==> config.mk <==
export PLATFORM = sky130hd
export DESIGN_NAME = ccc_lock_monitor
export DESIGN_NICKNAME = d
export VERILOG_FILES = /design/src/rtl/ccc_mon_pkg.sv /design/src/rtl/ccc_sync_chain.sv /design/src/rtl/ccc_lock_monitor.sv
export SDC_FILE = /design/constraint.sdc
export NUM_CORES = 1
export LEC_CHECK = 0
export BUFFER_PORTS_ARGS = -buffer_cell sky130_fd_sc_hd__buf_2
export CAP_MARGIN = 20
export CORE_ASPECT_RATIO = 1.75
export CORE_MARGIN = 2
export CORE_UTILIZATION = 60
export CTS_BUF_LIST = sky130_fd_sc_hd__clkbuf_4 sky130_fd_sc_hd__clkbuf_8 sky130_fd_sc_hd__clkbuf_16
export CTS_CLUSTER_SIZE = 40
export DETAILED_ROUTE_END_ITERATION = 16
export GPL_TIMING_DRIVEN = 0
export PLACE_DENSITY = 0.91
export SLEW_MARGIN = 20
export SYNTH_ARGS = -nofsm -noshare
export SYNTH_HDL_FRONTEND = slang
export SYNTH_HIERARCHICAL = 1
export SYNTH_SLANG_ARGS = --single-unit
==> constraint.sdc <==
create_clock -name FAB_CLK -period 4.5 [get_ports FAB_CLK]
set_input_delay 0.225 -clock FAB_CLK [delete_from_list [all_inputs] [get_ports FAB_CLK]]
set_output_delay 0.225 -clock FAB_CLK [all_outputs]
set_load 0.05 [all_outputs]
==> src/rtl/ccc_mon_pkg.sv <==
// Shared types and defaults for the CCC lock monitor: FSM state encoding,
// default dwell/timeout lengths and a constant clog2 used to size the counter.
package ccc_mon_pkg;

    typedef enum logic [2:0] {
        StIdle     = 3'd0,
        StWaitLock = 3'd1,
        StDwell    = 3'd2,
        StLocked   = 3'd3,
        StFault    = 3'd4
    } mon_state_e;

    localparam int unsigned DEF_STABLE_CYCLES  = 1024;
    localparam int unsigned DEF_TIMEOUT_CYCLES = 65536;

    function automatic int unsigned clog2(input int unsigned value);
        int unsigned v;
        int unsigned r;
        r = 0;
        v = (value > 0) ? value - 1 : 0;
        while (v > 0) begin
            r = r + 1;
            v = v >> 1;
        end
        return r;
    endfunction

    // Counter must hold max(STABLE, TIMEOUT) itself, hence the +1.
    localparam int unsigned DEF_CNT_W = clog2(((DEF_TIMEOUT_CYCLES > DEF_STABLE_CYCLES) ?
                                               DEF_TIMEOUT_CYCLES : DEF_STABLE_CYCLES) + 1);

endpackage

==> src/rtl/ccc_sync_chain.sv <==
// Multi-flop synchroniser bringing an asynchronous level into the local clock
// domain; all stages clear on reset.
module ccc_sync_chain #(
    parameter int unsigned SYNC_STAGES = 2
) (
    input  logic clk,
    input  logic rst_n,
    input  logic d,
    output logic q
);

    logic [SYNC_STAGES-1:0] sync_q;

    always_ff @(posedge clk or negedge rst_n) begin
        if (!rst_n) begin
            sync_q <= '0;
        end else begin
            sync_q <= {sync_q[SYNC_STAGES-2:0], d};
        end
    end

    assign q = sync_q[SYNC_STAGES-1];

endmodule

==> src/rtl/ccc_lock_monitor.sv <==
// Qualifies the synchronised CCC lock, releases the fabric reset after a stable
// dwell, counts lock losses and flags timeouts. `LOCK_MON_IRQ_EN adds an IRQ pulse.
module ccc_lock_monitor
    import ccc_mon_pkg::*;
#(
    parameter int unsigned SYNC_STAGES    = 2,
    parameter int unsigned STABLE_CYCLES  = DEF_STABLE_CYCLES,
    parameter int unsigned TIMEOUT_CYCLES = DEF_TIMEOUT_CYCLES,
    parameter int unsigned CNT_W          = DEF_CNT_W,
    parameter int unsigned LOSS_W         = 8
) (
    input  logic              FAB_CLK,
    input  logic              M2F_RESET_N,
    input  logic              LOCK_ASYNC,
    input  logic              ENABLE,
    input  logic              CLR_STATUS,
    output logic              LOCK_OK,
    output logic              SYS_RESET_N,
    output logic [LOSS_W-1:0] LOSS_COUNT,
    output logic              TIMEOUT,
    output logic [2:0]        STATE
`ifdef LOCK_MON_IRQ_EN
    ,
    output logic              IRQ
`endif
);

    localparam logic [CNT_W-1:0] TIMEOUT_LAST = CNT_W'(TIMEOUT_CYCLES - 1);
    // The lk=1 cycle seen in WAIT_LOCK/FAULT counts toward the dwell, so DWELL
    // itself needs only STABLE_CYCLES-1 high cycles (STABLE_CYCLES >= 2).
    localparam logic [CNT_W-1:0] DWELL_LAST   = CNT_W'(STABLE_CYCLES - 2);

    logic              lk;
    mon_state_e        state_q, state_d;
    logic [CNT_W-1:0]  cnt_q, cnt_d;
    logic [LOSS_W-1:0] loss_q, loss_d;
    logic              timeout_q, timeout_d;
    logic              lock_ok_q, sys_rst_n_q;
    logic              loss_evt, loss_inc, timeout_set;

    ccc_sync_chain #(
        .SYNC_STAGES (SYNC_STAGES)
    ) u_lock_sync (
        .clk   (FAB_CLK),
        .rst_n (M2F_RESET_N),
        .d     (LOCK_ASYNC),
        .q     (lk)
    );

    always_comb begin
        state_d     = state_q;
        cnt_d       = cnt_q;
        loss_evt    = 1'b0;
        timeout_set = 1'b0;
        if (!ENABLE) begin
            state_d = StIdle;
            cnt_d   = '0;
        end else begin
            unique case (state_q)
                StIdle: begin
                    state_d = StWaitLock;
                    cnt_d   = '0;
                end
                StWaitLock: begin
                    if (lk) begin
                        state_d = StDwell;
                        cnt_d   = '0;
                    end else if (cnt_q == TIMEOUT_LAST) begin
                        state_d     = StFault;
                        cnt_d       = '0;
                        timeout_set = 1'b1;
                    end else begin
                        cnt_d = cnt_q + CNT_W'(1);
                    end
                end
                StDwell: begin
                    if (!lk) begin
                        state_d = StWaitLock;
                        cnt_d   = '0;
                    end else if (cnt_q == DWELL_LAST) begin
                        state_d = StLocked;
                        cnt_d   = '0;
                    end else begin
                        cnt_d = cnt_q + CNT_W'(1);
                    end
                end
                StLocked: begin
                    if (!lk) begin
                        state_d  = StWaitLock;
                        cnt_d    = '0;
                        loss_evt = 1'b1;
                    end
                end
                StFault: begin
                    if (lk) begin
                        state_d = StDwell;
                        cnt_d   = '0;
                    end
                end
                default: begin
                    state_d = StIdle;
                    cnt_d   = '0;
                end
            endcase
        end

        // Clear beats a coincident loss; a coincident timeout beats the clear.
        loss_inc  = loss_evt & ~CLR_STATUS & (loss_q != '1);
        loss_d    = CLR_STATUS ? '0 : (loss_inc ? loss_q + LOSS_W'(1) : loss_q);
        timeout_d = timeout_set | (timeout_q & ~CLR_STATUS);
    end

    always_ff @(posedge FAB_CLK or negedge M2F_RESET_N) begin
        if (!M2F_RESET_N) begin
            state_q     <= StIdle;
            cnt_q       <= '0;
            loss_q      <= '0;
            timeout_q   <= 1'b0;
            lock_ok_q   <= 1'b0;
            sys_rst_n_q <= 1'b0;
        end else begin
            state_q     <= state_d;
            cnt_q       <= cnt_d;
            loss_q      <= loss_d;
            timeout_q   <= timeout_d;
            lock_ok_q   <= (state_d == StLocked);
            sys_rst_n_q <= (state_d == StLocked);
        end
    end

    assign LOCK_OK     = lock_ok_q;
    assign SYS_RESET_N = sys_rst_n_q;
    assign LOSS_COUNT  = loss_q;
    assign TIMEOUT     = timeout_q;
    assign STATE       = state_q;

`ifdef LOCK_MON_IRQ_EN
    logic irq_q;

    always_ff @(posedge FAB_CLK or negedge M2F_RESET_N) begin
        if (!M2F_RESET_N) begin
            irq_q <= 1'b0;
        end else begin
            irq_q <= loss_inc | (timeout_set & ~timeout_q);
        end
    end

    assign IRQ = irq_q;
`endif

endmodule

==> results of run 1 <==
-- worst register-to-register path, stage by stage, from the launching register on --
cell     delay, ns
dfrtp_1       0.43
ha_1          0.27
nand2_1       0.15
nor4_1        0.12
and3_1        0.23
nand3_1       0.11
inv_1         0.05
ha_1          0.20
or4_4         0.52
a31oi_4       0.32
buf_6         0.21
a21oi_2       0.06
a31oi_1       0.18
-- worst paths after layout --
kind	endpoint	depth (start not counted)
max	cnt_q[12]	12
min	LOSS_COUNT[2]	1
max reg2reg	cnt_q[12]	12
min reg2reg	u_lock_sync/sync_q[1]	0
max in group asynchronous	cnt_q[8]	1
min in group FAB_CLK	u_lock_sync/sync_q[0]	1
-- layer usage --
layer / track usage [%] / share of wire [%] / up-vias
li1: - / - / 763
met1: 25.95 / 37 / 747
met2: 44.37 / 55 / 46
met3: 5.176 / 3.9 / 20
met4: 17.71 / 4.5 / 0
met5: 0 / 0 / -
-- power by group through the flow --
stage | Combinational, W | Sequential, W | Clock, W
after CTS | 0.0000470 | 0.000296 | 0.000244
after global routing | 0.0000517 | 0.000296 | 0.000254
final | 0.0000469 | 0.000296 | 0.000237
after detailed placement | 0.0000468 | 0.000301 | 0
after global placement | 0.0000456 | 0.000301 | 0
after floorplan | 0.0000270 | 0.000305 | 0
-- logic make-up after synthesis --
group	synth area share (%)
AOI/OAI and AO/OA	14.46
xor gates and xnor gates	4.798
adders and majority gates	3.427
buffers and inverters	3.906
DFF	43.87
muxes	0.5483
and+or+nand+nor	28.99
-- registers in the layout, indices dropped and copies added (netlist names) --
name	flops
STATE	3
cnt_q	17
u_lock_sync/sync_q	2
SYS_RESET_N	1
LOSS_COUNT	8
TIMEOUT	1
-- final cells by class --
| cell class | count | share of cell area, % |
|---|---|---|
| multi-input combinational | 153 | 46.81 |
| sequential | 32 | 39.31 |
| clock buffer | 7 | 4.730 |
| timing repair buffer | 16 | 3.931 |
| buffer | 7 | 2.396 |
| tap | 28 | 1.720 |
| inverter | 6 | 1.106 |
-- per-stage QoR --
step | instances | power (W) | setup slack [ns] | util, %
after floorplan | 198 | 0.0003324 | 1.965 | -
after global placement | 242 | 0.0003465 | 1.642 | 67.03
after detailed placement | 242 | 0.0003477 | 1.614 | 67.03
after CTS | 249 | 0.0005869 | 1.592 | 70.35
after global routing | 249 | 0.0006021 | 1.415 | 70.35
final | 249 | 0.0005799 | 1.567 | 70.35
-- cells in the mapped netlist, types with 2 or more instances --
library cell / number / area share, %
a21oi_1: 8 / 2.2
a221o_1: 2 / 1.1
a31oi_1: 7 / 2.4
and3_1: 7 / 2.4
and4_1: 2 / 0.96
buf_2: 3 / 0.82
buf_6: 2 / 1.2
dfrtp_1: 32 / 44
ha_1: 5 / 3.4
inv_1: 6 / 1.2
nand2_1: 20 / 4.1
nand2b_1: 6 / 2.1
nand3_1: 16 / 4.4
nand4_1: 6 / 2.1
nor2_1: 20 / 4.1
nor2b_1: 3 / 1.0
nor3_1: 4 / 1.1
nor4_1: 4 / 1.4
nor4b_1: 2 / 0.96
o21ai_0: 7 / 1.9
o21ai_2: 2 / 0.96
o21bai_1: 2 / 0.82
xnor2_1: 3 / 1.4
xor2_1: 7 / 3.4
==> flow_metrics.env, run 1 <==
export IMPL_outcome="finished with violations"
export IMPL_violations="negative hold slack"
export IMPL_synth_nets=208
export IMPL_grt_max_degree=33
export IMPL_crit_path_end_kind="register"
export IMPL_cts_num_sinks=32
export IMPL_wl_per_cell_um=15.76
export IMPL_layout_drive_gt1_share_pct=16.74
export IMPL_drt_first_pass_iters=4
export IMPL_rsz0062_at_grt="false"
export IMPL_grt_pass1_vias=1605
export IMPL_routabilityCongestion=0.8591
export IMPL_cell_internal_pwr_w=0.0004420
export IMPL_synth_cell_types=46
export IMPL_cp_common_cell="ha_1"
export IMPL_area_growth_pct=11.58
export IMPL_leakagePower_nw=0.9139
export IMPL_holdBufCountCts=0
export IMPL_multi_input_comb_area_sq_um=953.4
export IMPL_cp_arrival_ns=3.13
export IMPL_track_usage_pct=25.92
export IMPL_std_cell_rows=26
export IMPL_hp_class="input pin to asynchronous set/reset pin"
export IMPL_tightest_slew_ns=0.7126
export IMPL_grt_ovfl_total=0
export IMPL_ir_drop_v=0.0002088
export IMPL_r2r_slack_ns=1.57
export IMPL_syn_area_sq_mm=0.001826
export IMPL_crit_path_cell_trace="ha_1 > nand2_1 > nor4_1 > and3_1 > nand3_1 > inv_1 > ha_1 > or4_4 > a31oi_4 > buf_6 > a21oi_2 > a31oi_1"
export IMPL_syn_area_per_cell_sq_um=9.220
export IMPL_fin_hold_ws_ns=-0.01078
export IMPL_async_flop_share_pct=100.0
export IMPL_placed_area_sq_mm=0.001941
export IMPL_path_delay_family="simple AND/OR/NAND/NOR gates"
export IMPL_maxSlewHeadroom_pct=52.49
export IMPL_setup_viol_count_final=0
export IMPL_via_per_inst=6.329
export IMPL_drc=0
export IMPL_worstPathMaxFanout=10
export IMPL_dieHeight_um=76.97
export IMPL_wirelength_um=3924
export IMPL_mostFrequentLayoutCell="dfrtp_1"
export IMPL_dieWidth_um=45.70
export IMPL_core_sq_mm=0.002895
export IMPL_crit_path_start="cnt_q[0]"
export IMPL_skew_ns=0.003986
export IMPL_cts_path_max_buffers=2
export IMPL_die_area_sq_mm=0.003517
export IMPL_max_stage_delay_ns=0.52
export IMPL_nets=231
export IMPL_synth_seq_cells=32
export IMPL_detail_route_antenna_nets=0
export IMPL_p_clk_share_pct=40.9
export IMPL_period_share_pct=65.17
export IMPL_cts_made_buffers=5
export IMPL_yosys_warnings=6
export IMPL_clock_latency_ns=0.28
export IMPL_sw_frac_of_total_pct=23.78
export IMPL_hold_viol=28
export IMPL_boundaryPins=19
export IMPL_max_freq_ghz=0.3410
export IMPL_powerDensity_mw_per_mm2=284.7
export IMPL_register_area_sq_um=800.8
export IMPL_cp_start_kind="register"
export IMPL_synth_main_ff_cell="dfrtp_1"
export IMPL_num_vias=1576
export IMPL_netlist_instances=198
export IMPL_n_fill_cell=220
export IMPL_cts_max_level=2
export IMPL_start_util_pct=63.05
export IMPL_cts_tree="built"
export IMPL_worst_path_buf_inv=2
export IMPL_cts_root_buf="clkbuf_8"
export IMPL_finish_instance_area_sq_mm=0.002037
export IMPL_antenna_found_initial=0
export IMPL_required_ns=4.70
export IMPL_drv_cap=0
export IMPL_tns_ns=0
export IMPL_r2r_start="cnt_q[0]"
export IMPL_cp_slowest_cell="or4_4"
export IMPL_slew_violations=0
export IMPL_n_antenna_cell=0
export IMPL_worstSetupPathType="register to register"
export IMPL_final_cell_mix="32 x dfrtp_1, 20 x nand2_1, 20 x nor2_1"
export IMPL_p_comb_share_pct=8.1
export IMPL_port_buffers=16
export IMPL_clkTransAtPathRegs_ns=0.06
export IMPL_hpwl_um=2855
export IMPL_fin_crit_ns=2.933
export IMPL_cts_repair_resized=0
export IMPL_pwr_share_seq_pct=51.0
export IMPL_ys_seq_area_share_pct=43.87
export IMPL_grt_pass1_wl_um=6748
export IMPL_post_cts_setup_buffer_count=0
export IMPL_synth_edf_count=0
export IMPL_drt_initial_drc_count=48
export IMPL_p_sw_w=0.0001379
Power figures use the tool's default switching activity.
==> inputs of run 2 (changes only) <==
--- a/config.mk
+++ b/config.mk
@@ -9,12 +9,12 @@
 export CAP_MARGIN = 20
 export CORE_ASPECT_RATIO = 1.75
 export CORE_MARGIN = 2
-export CORE_UTILIZATION = 60
+export CORE_UTILIZATION = 52
 export CTS_BUF_LIST = sky130_fd_sc_hd__clkbuf_4 sky130_fd_sc_hd__clkbuf_8 sky130_fd_sc_hd__clkbuf_16
 export CTS_CLUSTER_SIZE = 40
 export DETAILED_ROUTE_END_ITERATION = 16
 export GPL_TIMING_DRIVEN = 0
-export PLACE_DENSITY = 0.91
+export PLACE_DENSITY = 0.85
 export SLEW_MARGIN = 20
 export SYNTH_ARGS = -nofsm -noshare
 export SYNTH_HDL_FRONTEND = slang
==> constraint.sdc (replaced) <==
create_clock -name FAB_CLK -period 2.41 [get_ports FAB_CLK]
set_input_delay 0.1205 -clock FAB_CLK [delete_from_list [all_inputs] [get_ports FAB_CLK]]
set_output_delay 0.1205 -clock FAB_CLK [all_outputs]
set_load 0.05 [all_outputs]
==> run 2 against run 1 <==
The flow finishes with violations (negative setup slack). Maximum frequency rose by 21%. Non-clock buffer count rose by 18. First-iteration DRC count rose by 48%. Total power rose by 89%. Critical path depth rose by 1. Clock skew fell by 0.0028 ns. Critical path type unchanged.
==> flow_metrics.env, run 2 (synthesized netlist as in run 1, its figures left out) <==
export IMPL_grt_ovfl_total=0
export IMPL_hp_class="input pin to register"
export IMPL_num_vias=1688
export IMPL_min_from="ENABLE"
export IMPL_power_w=0.001094
export IMPL_wl_per_cell_um=16.59
export IMPL_clock_latency_ns=0.29
export IMPL_hpwl_um=2907
export IMPL_core_sq_mm=0.003363
export IMPL_cts_path_max_buffers=2
export IMPL_leakagePower_nw=1.039
export IMPL_nets=249
export IMPL_top_register="cnt_q"
export IMPL_hold_viol=0
export IMPL_antenna_found_initial=0
export IMPL_fin_crit_ns=2.427
export IMPL_largest_reg_flops=17
export IMPL_final_cell_mix="29 x dfrtp_1, 20 x nor2_1, 19 x buf_2"
export IMPL_outcome="finished with violations"
export IMPL_drc=0
export IMPL_crit_path_start="cnt_q[0]"
export IMPL_cp_start_kind="register"
export IMPL_grt_pass1_wl_um=7541
export IMPL_cts_num_sinks=32
export IMPL_worstPathMaxFanout=8
export IMPL_clkTransAtPathRegs_ns=0.06
export IMPL_boundaryPins=19
export IMPL_required_ns=2.62
export IMPL_rsz0062_at_grt="true"
export IMPL_cp_arrival_ns=2.63
export IMPL_worstSetupPathType="register to register"
export IMPL_routabilityCongestion=0.8286
export IMPL_via_per_inst=5.923
export IMPL_r2r_start="cnt_q[0]"
export IMPL_ir_drop_v=0.0003825
export IMPL_wirelength_um=4728
export IMPL_cts_tree="built"
export IMPL_powerDensity_mw_per_mm2=462.9
export IMPL_std_cell_rows=28
export IMPL_max_freq_ghz=0.4120
export IMPL_area_growth_pct=29.40
export IMPL_tightest_slew_ns=0.7331
export IMPL_slew_violations=0
export IMPL_dieWidth_um=48.79
export IMPL_port_buffers=16
export IMPL_die_area_sq_mm=0.004019
export IMPL_mostFrequentLayoutCell="dfrtp_1"
export IMPL_grt_max_degree=33
export IMPL_maxSlewHeadroom_pct=51.13
export IMPL_setup_viol_count_final=6
export IMPL_cts_made_buffers=5
export IMPL_dieHeight_um=82.38
export IMPL_drt_first_pass_iters=4
export IMPL_cts_max_level=2
export IMPL_start_util_pct=54.28
export IMPL_skew_ns=0.001200
export IMPL_track_usage_pct=25.05
export IMPL_cts_root_buf="clkbuf_8"
export IMPL_drv_cap=0
export IMPL_grt_pass1_vias=1727
export IMPL_postLayoutCoreUtil_pct=70.24
export IMPL_n_antenna_cell=0
export IMPL_violations="negative setup slack"
export IMPL_drt_initial_drc_count=71
export IMPL_crit_path_end_kind="register"
export IMPL_n_fill_cell=233
export IMPL_detail_route_antenna_nets=0
export IMPL_period_share_pct=100.7
export IMPL_layout_drive_gt1_share_pct=31.25
export IMPL_fin_ws_ns=-0.01702
[run 2: changes by cell type in the layout (fill, tap and decap cells not counted), moves of 3 or more]
cell / delta
buf_4: +11
a21oi_1: -4
nand2_1: -3
dfrtp_2: +3
ha_1: -3
a21oi_2: +4
ha_4: +3
dfrtp_1: -3
nand3_1: -3
[run 2: stage by stage]
stage	TNS, ns	cells	cell area (sq um)	hold slack [ns]	setup slack (ns)
floorplan	0	198	1837	-0.1751	0.008663
global placement	-2.672	259	1973	0.2094	-0.2922
detailed placement	-3.032	259	1973	0.2099	-0.3128
CTS	0	283	2283	0.1443	0.0003357
global route	-0.7585	285	2362	0.1592	-0.09517
finish	-0.04834	285	2362	0.1565	-0.01702
[run 2: power breakdown]
part	internal, W	switching (W)	leakage, nW	total (W)
clock	0.000227	0.000199	0.0510	0.000426
sequential	0.000545	0.00000866	0.435	0.000553
combinational	0.0000438	0.0000704	0.553	0.000114
[run 2: timing repair]
action,in CTS,in global routing
endpoints found under the hold margin,33,0
setup endpoints to repair,16,15
pin swaps,9,9
hold buffers,2,0
gates cloned,1,0
gates resized for setup,18,15
setup buffers,13,3
[run 2: area by class of cell]
type	instances	area, sq um	share of cell area, %
sequential	32	804.5	34.06
clock buffer	6	82.58	3.496
buffer	7	52.55	2.225
multi-input combinational	153	1080	45.71
tap	45	56.30	2.383
clock inverter	2	10.01	0.4237
timing repair buffer	34	251.5	10.65
inverter	6	25.02	1.059
[run 2: routing by layer]
layer	track usage (%)	vias to the layer above	share of wire [%]
met4	17.43	0	4.4
met3	5.396	19	5.0
met2	47.12	75	55
met5	0	-	0
li1	-	798	-
met1	24.21	796	36
[run 2: final timing paths]
| path | end | slack [ns] | cells past startpoint |
|---|---|---|---|
| setup / recovery | cnt_q[5] | -0.02 | 13 |
| hold / removal | cnt_q[16] | 0.16 | 2 |
| setup reg to reg | cnt_q[5] | -0.02 | 13 |
| hold reg to reg | u_lock_sync/sync_q[1] | 0.35 | 0 |
| max in group asynchronous | cnt_q[9] | 1.46 | 2 |
| min in group asynchronous | LOSS_COUNT[5] | 0.43 | 2 |
[run 2: critical path, stage by stage, from the launching register on]
cell,delay [ns]
dfrtp_2,0.44
ha_4,0.18
nand2_4,0.08
nor4_4,0.05
and3_4,0.18
nand3_4,0.10
inv_4,0.04
ha_4,0.15
or4_4,0.45
a31oi_4,0.20
buf_12,0.15
buf_8,0.11
a21oi_1,0.06
a31oi_1,0.15
==> inputs of run 3 (changes only) <==
--- a/config.mk
+++ b/config.mk
@@ -8,13 +8,13 @@
 export BUFFER_PORTS_ARGS = -buffer_cell sky130_fd_sc_hd__buf_2
 export CAP_MARGIN = 20
 export CORE_ASPECT_RATIO = 1.75
-export CORE_MARGIN = 2
+export CORE_MARGIN = 1
 export CORE_UTILIZATION = 52
 export CTS_BUF_LIST = sky130_fd_sc_hd__clkbuf_4 sky130_fd_sc_hd__clkbuf_8 sky130_fd_sc_hd__clkbuf_16
 export CTS_CLUSTER_SIZE = 40
 export DETAILED_ROUTE_END_ITERATION = 16
 export GPL_TIMING_DRIVEN = 0
-export PLACE_DENSITY = 0.85
+export PLACE_DENSITY_LB_ADDON = 0.1
 export SLEW_MARGIN = 20
 export SYNTH_ARGS = -nofsm -noshare
 export SYNTH_HDL_FRONTEND = slang
==> run 3 against run 2 <==
The flow finishes with violations (design-rule violations, negative setup slack). Global-route usage increased by 2.0 points. Flip-flop and latch count stayed put. Via count fell by 2.6%. Setup slack lost 0.019 ns. Sequential power hardly changed. Final cell count shrank 1.1%. Combinational power is essentially flat. Sequential share of layout area up 0.52 points. Critical path depth unchanged. Cell area fell by 2.0%. Clock skew up 0.0057 ns. Critical path type unchanged. Critical endpoint is now cnt_q[3]. Largest power group is now clock.
==> flow_metrics.env, run 3 (synthesized netlist as in run 1, its figures left out) <==
export IMPL_die_area_sq_mm=0.003761
export IMPL_wl_met2_um=2467
export IMPL_crit_path_cell_trace="ha_4 > nand2_4 > nor4_4 > and3_4 > nand3_4 > inv_2 > ha_4 > or4_4 > a31oi_4 > buf_12 > buf_8 > a21oi_1 > a31oi_1"
export IMPL_cp_arrival_ns=2.65
export IMPL_core_sq_mm=0.003363
export IMPL_drt_first_pass_iters=10
export IMPL_cts_num_sinks=32
export IMPL_drv_cap=0
export IMPL_largest_reg_flops=17
export IMPL_slew_violations=0
export IMPL_dieHeight_um=80.38
export IMPL_n_fill_cell=277
export IMPL_start_util_pct=54.28
export IMPL_antenna_found_initial=0
export IMPL_hp_class="input pin to register"
export IMPL_area_growth_pct=26.87
export IMPL_maxSlewHeadroom_pct=52.13
export IMPL_port_buffers=16
export IMPL_track_usage_pct=27.04
export IMPL_crit_path_end_kind="register"
export IMPL_drc=1
export IMPL_cp_common_cell="ha_4"
export IMPL_worst_path_buf_inv=3
export IMPL_violations="design-rule violations, negative setup slack"
export IMPL_boundaryPins=19
export IMPL_hold_viol=0
export IMPL_path_delay_family="simple AND/OR/NAND/NOR gates"
export IMPL_highest_layer="met4"
export IMPL_ir_drop_v=0.0006126
export IMPL_mostFrequentLayoutCell="dfrtp_1"
export IMPL_placed_area_sq_mm=0.001973
export IMPL_num_vias=1644
export IMPL_outcome="finished with violations"
export IMPL_drt_initial_drc_count=49
export IMPL_leakagePower_nw=1.038
export IMPL_cts_root_buf="clkbuf_8"
export IMPL_grt_pass1_wl_um=7162
export IMPL_fin_hold_ws_ns=0.1590
export IMPL_cts_path_max_buffers=2
export IMPL_worstPathMaxFanout=8
export IMPL_routabilityCongestion=0.8370
export IMPL_setup_viol_count_final=8
export IMPL_clock_latency_ns=0.29
export IMPL_max_stage_delay_ns=0.45
export IMPL_tns_ns=-0.1519
export IMPL_nets=246
export IMPL_final_cell_mix="32 x dfrtp_1, 20 x nor2_1, 19 x buf_2, 19 x nand2_1, 13 x nand3_1"
export IMPL_cts_tree="built"
export IMPL_tightest_slew_ns=0.7081
export IMPL_via_per_inst=5.830
export IMPL_wl_met1_um=1752
export IMPL_rsz0062_at_grt="true"
export IMPL_max_freq_ghz=0.4089
export IMPL_postLayoutCoreUtil_pct=68.86
export IMPL_wl_per_cell_um=15.99
export IMPL_top_register="cnt_q"
export IMPL_register_area_sq_um=800.8
export IMPL_n_antenna_cell=0
export IMPL_worstSetupPathType="register to register"
export IMPL_period_share_pct=101.5
export IMPL_wirelength_um=4508
export IMPL_detail_route_antenna_nets=0
export IMPL_cts_made_buffers=5
export IMPL_powerDensity_mw_per_mm2=532.6
export IMPL_grt_ovfl_total=0
export IMPL_dieWidth_um=46.79
export IMPL_fin_ws_ns=-0.03584
export IMPL_skew_ns=0.006899
export IMPL_clkTransAtPathRegs_ns=0.07
export IMPL_cts_max_level=2
export IMPL_hpwl_um=2813
export IMPL_fin_crit_ns=2.446
export IMPL_layout_drive_gt1_share_pct=26.16
export IMPL_std_cell_rows=28
export IMPL_grt_pass1_vias=1600
export IMPL_met3WireLength_um=117
export IMPL_cp_start_kind="register"
export IMPL_cp_slowest_cell="or4_4"
export IMPL_multi_input_comb_area_sq_mm=0.001036
export IMPL_grt_max_degree=33
export IMPL_required_ns=2.61
export IMPL_finish_instance_area_sq_mm=0.002316
-- run 3: cell types whose count changed in the layout (fill, tap and decap cells not counted), moves of 2 or more --
cell and delta:
buf_6 -2, clkinv_2 -2, nand2_1 +2, nand2_2 -2, dfrtp_2 -3, a21oi_1 +2, dfrtp_1 +3, a21oi_2 -2
-- run 3: final cells by class --
class	instances	share of cell area [%]
clock buffer	7	4.160
inverter	6	0.9724
tap	45	2.431
clock inverter	1	1.297
multi-input combinational	153	44.73
buffer	7	2.269
sequential	32	34.58
timing repair buffer	31	9.562
-- run 3: repair_timing --
action	4_1_cts	5_1_grt
setup endpoints to repair	15	11
buffers inserted	11	1
cloned	1	0
gates resized for setup	16	2
hold buffers	2	0
endpoints found under the hold margin	33	0
pin swaps	6	5
-- run 3: worst reg2reg max path, stage by stage (launching register included) --
cell and delay (ns):
dfrtp_1 0.43, ha_4 0.19, nand2_4 0.08, nor4_4 0.05, and3_4 0.19, nand3_4 0.08, inv_2 0.05, ha_4 0.15
or4_4 0.45, a31oi_4 0.21, buf_12 0.16, buf_8 0.12, a21oi_1 0.06, a31oi_1 0.15
-- run 3: power breakdown --
part           internal (W)  leakage, nW  switching, W
combinational     0.0000423        0.534     0.0000691
clock              0.000365       0.0645      0.000206
sequential         0.000544        0.439    0.00000758
-- run 3: path summary, 6_finish.rpt --
kind / from / cells past startpoint / slack, ns / end
setup / recovery: cnt_q[1] / 13 / -0.04 / cnt_q[3]
hold / removal: ENABLE / 2 / 0.16 / cnt_q[16]
setup reg to reg: cnt_q[1] / 13 / -0.04 / cnt_q[3]
hold reg to reg: u_lock_sync/sync_q[0] / 0 / 0.35 / u_lock_sync/sync_q[1]
max in group asynchronous: M2F_RESET_N / 2 / 1.50 / cnt_q[6]
min in group asynchronous: M2F_RESET_N / 2 / 0.43 / LOSS_COUNT[7]
-- run 3: layer usage --
metal | global-route usage [%] | vias up
li1 | - | 792
met1 | 27.42 | 792
met2 | 48.19 | 41
met3 | 5.618 | 19
met4 | 14.29 | 0
met5 | 0 | -
-- run 3: per-stage QoR --
stage | setup slack, ns | cells | total power [W]
after CTS | -0.009886 | 281 | 0.001237
after global routing | -0.1507 | 282 | 0.001275
after floorplan | 0.008663 | 198 | 0.0006210
after detailed placement | -0.3156 | 259 | 0.0006496
after global placement | -0.2966 | 259 | 0.0006473
final | -0.03584 | 282 | 0.001233
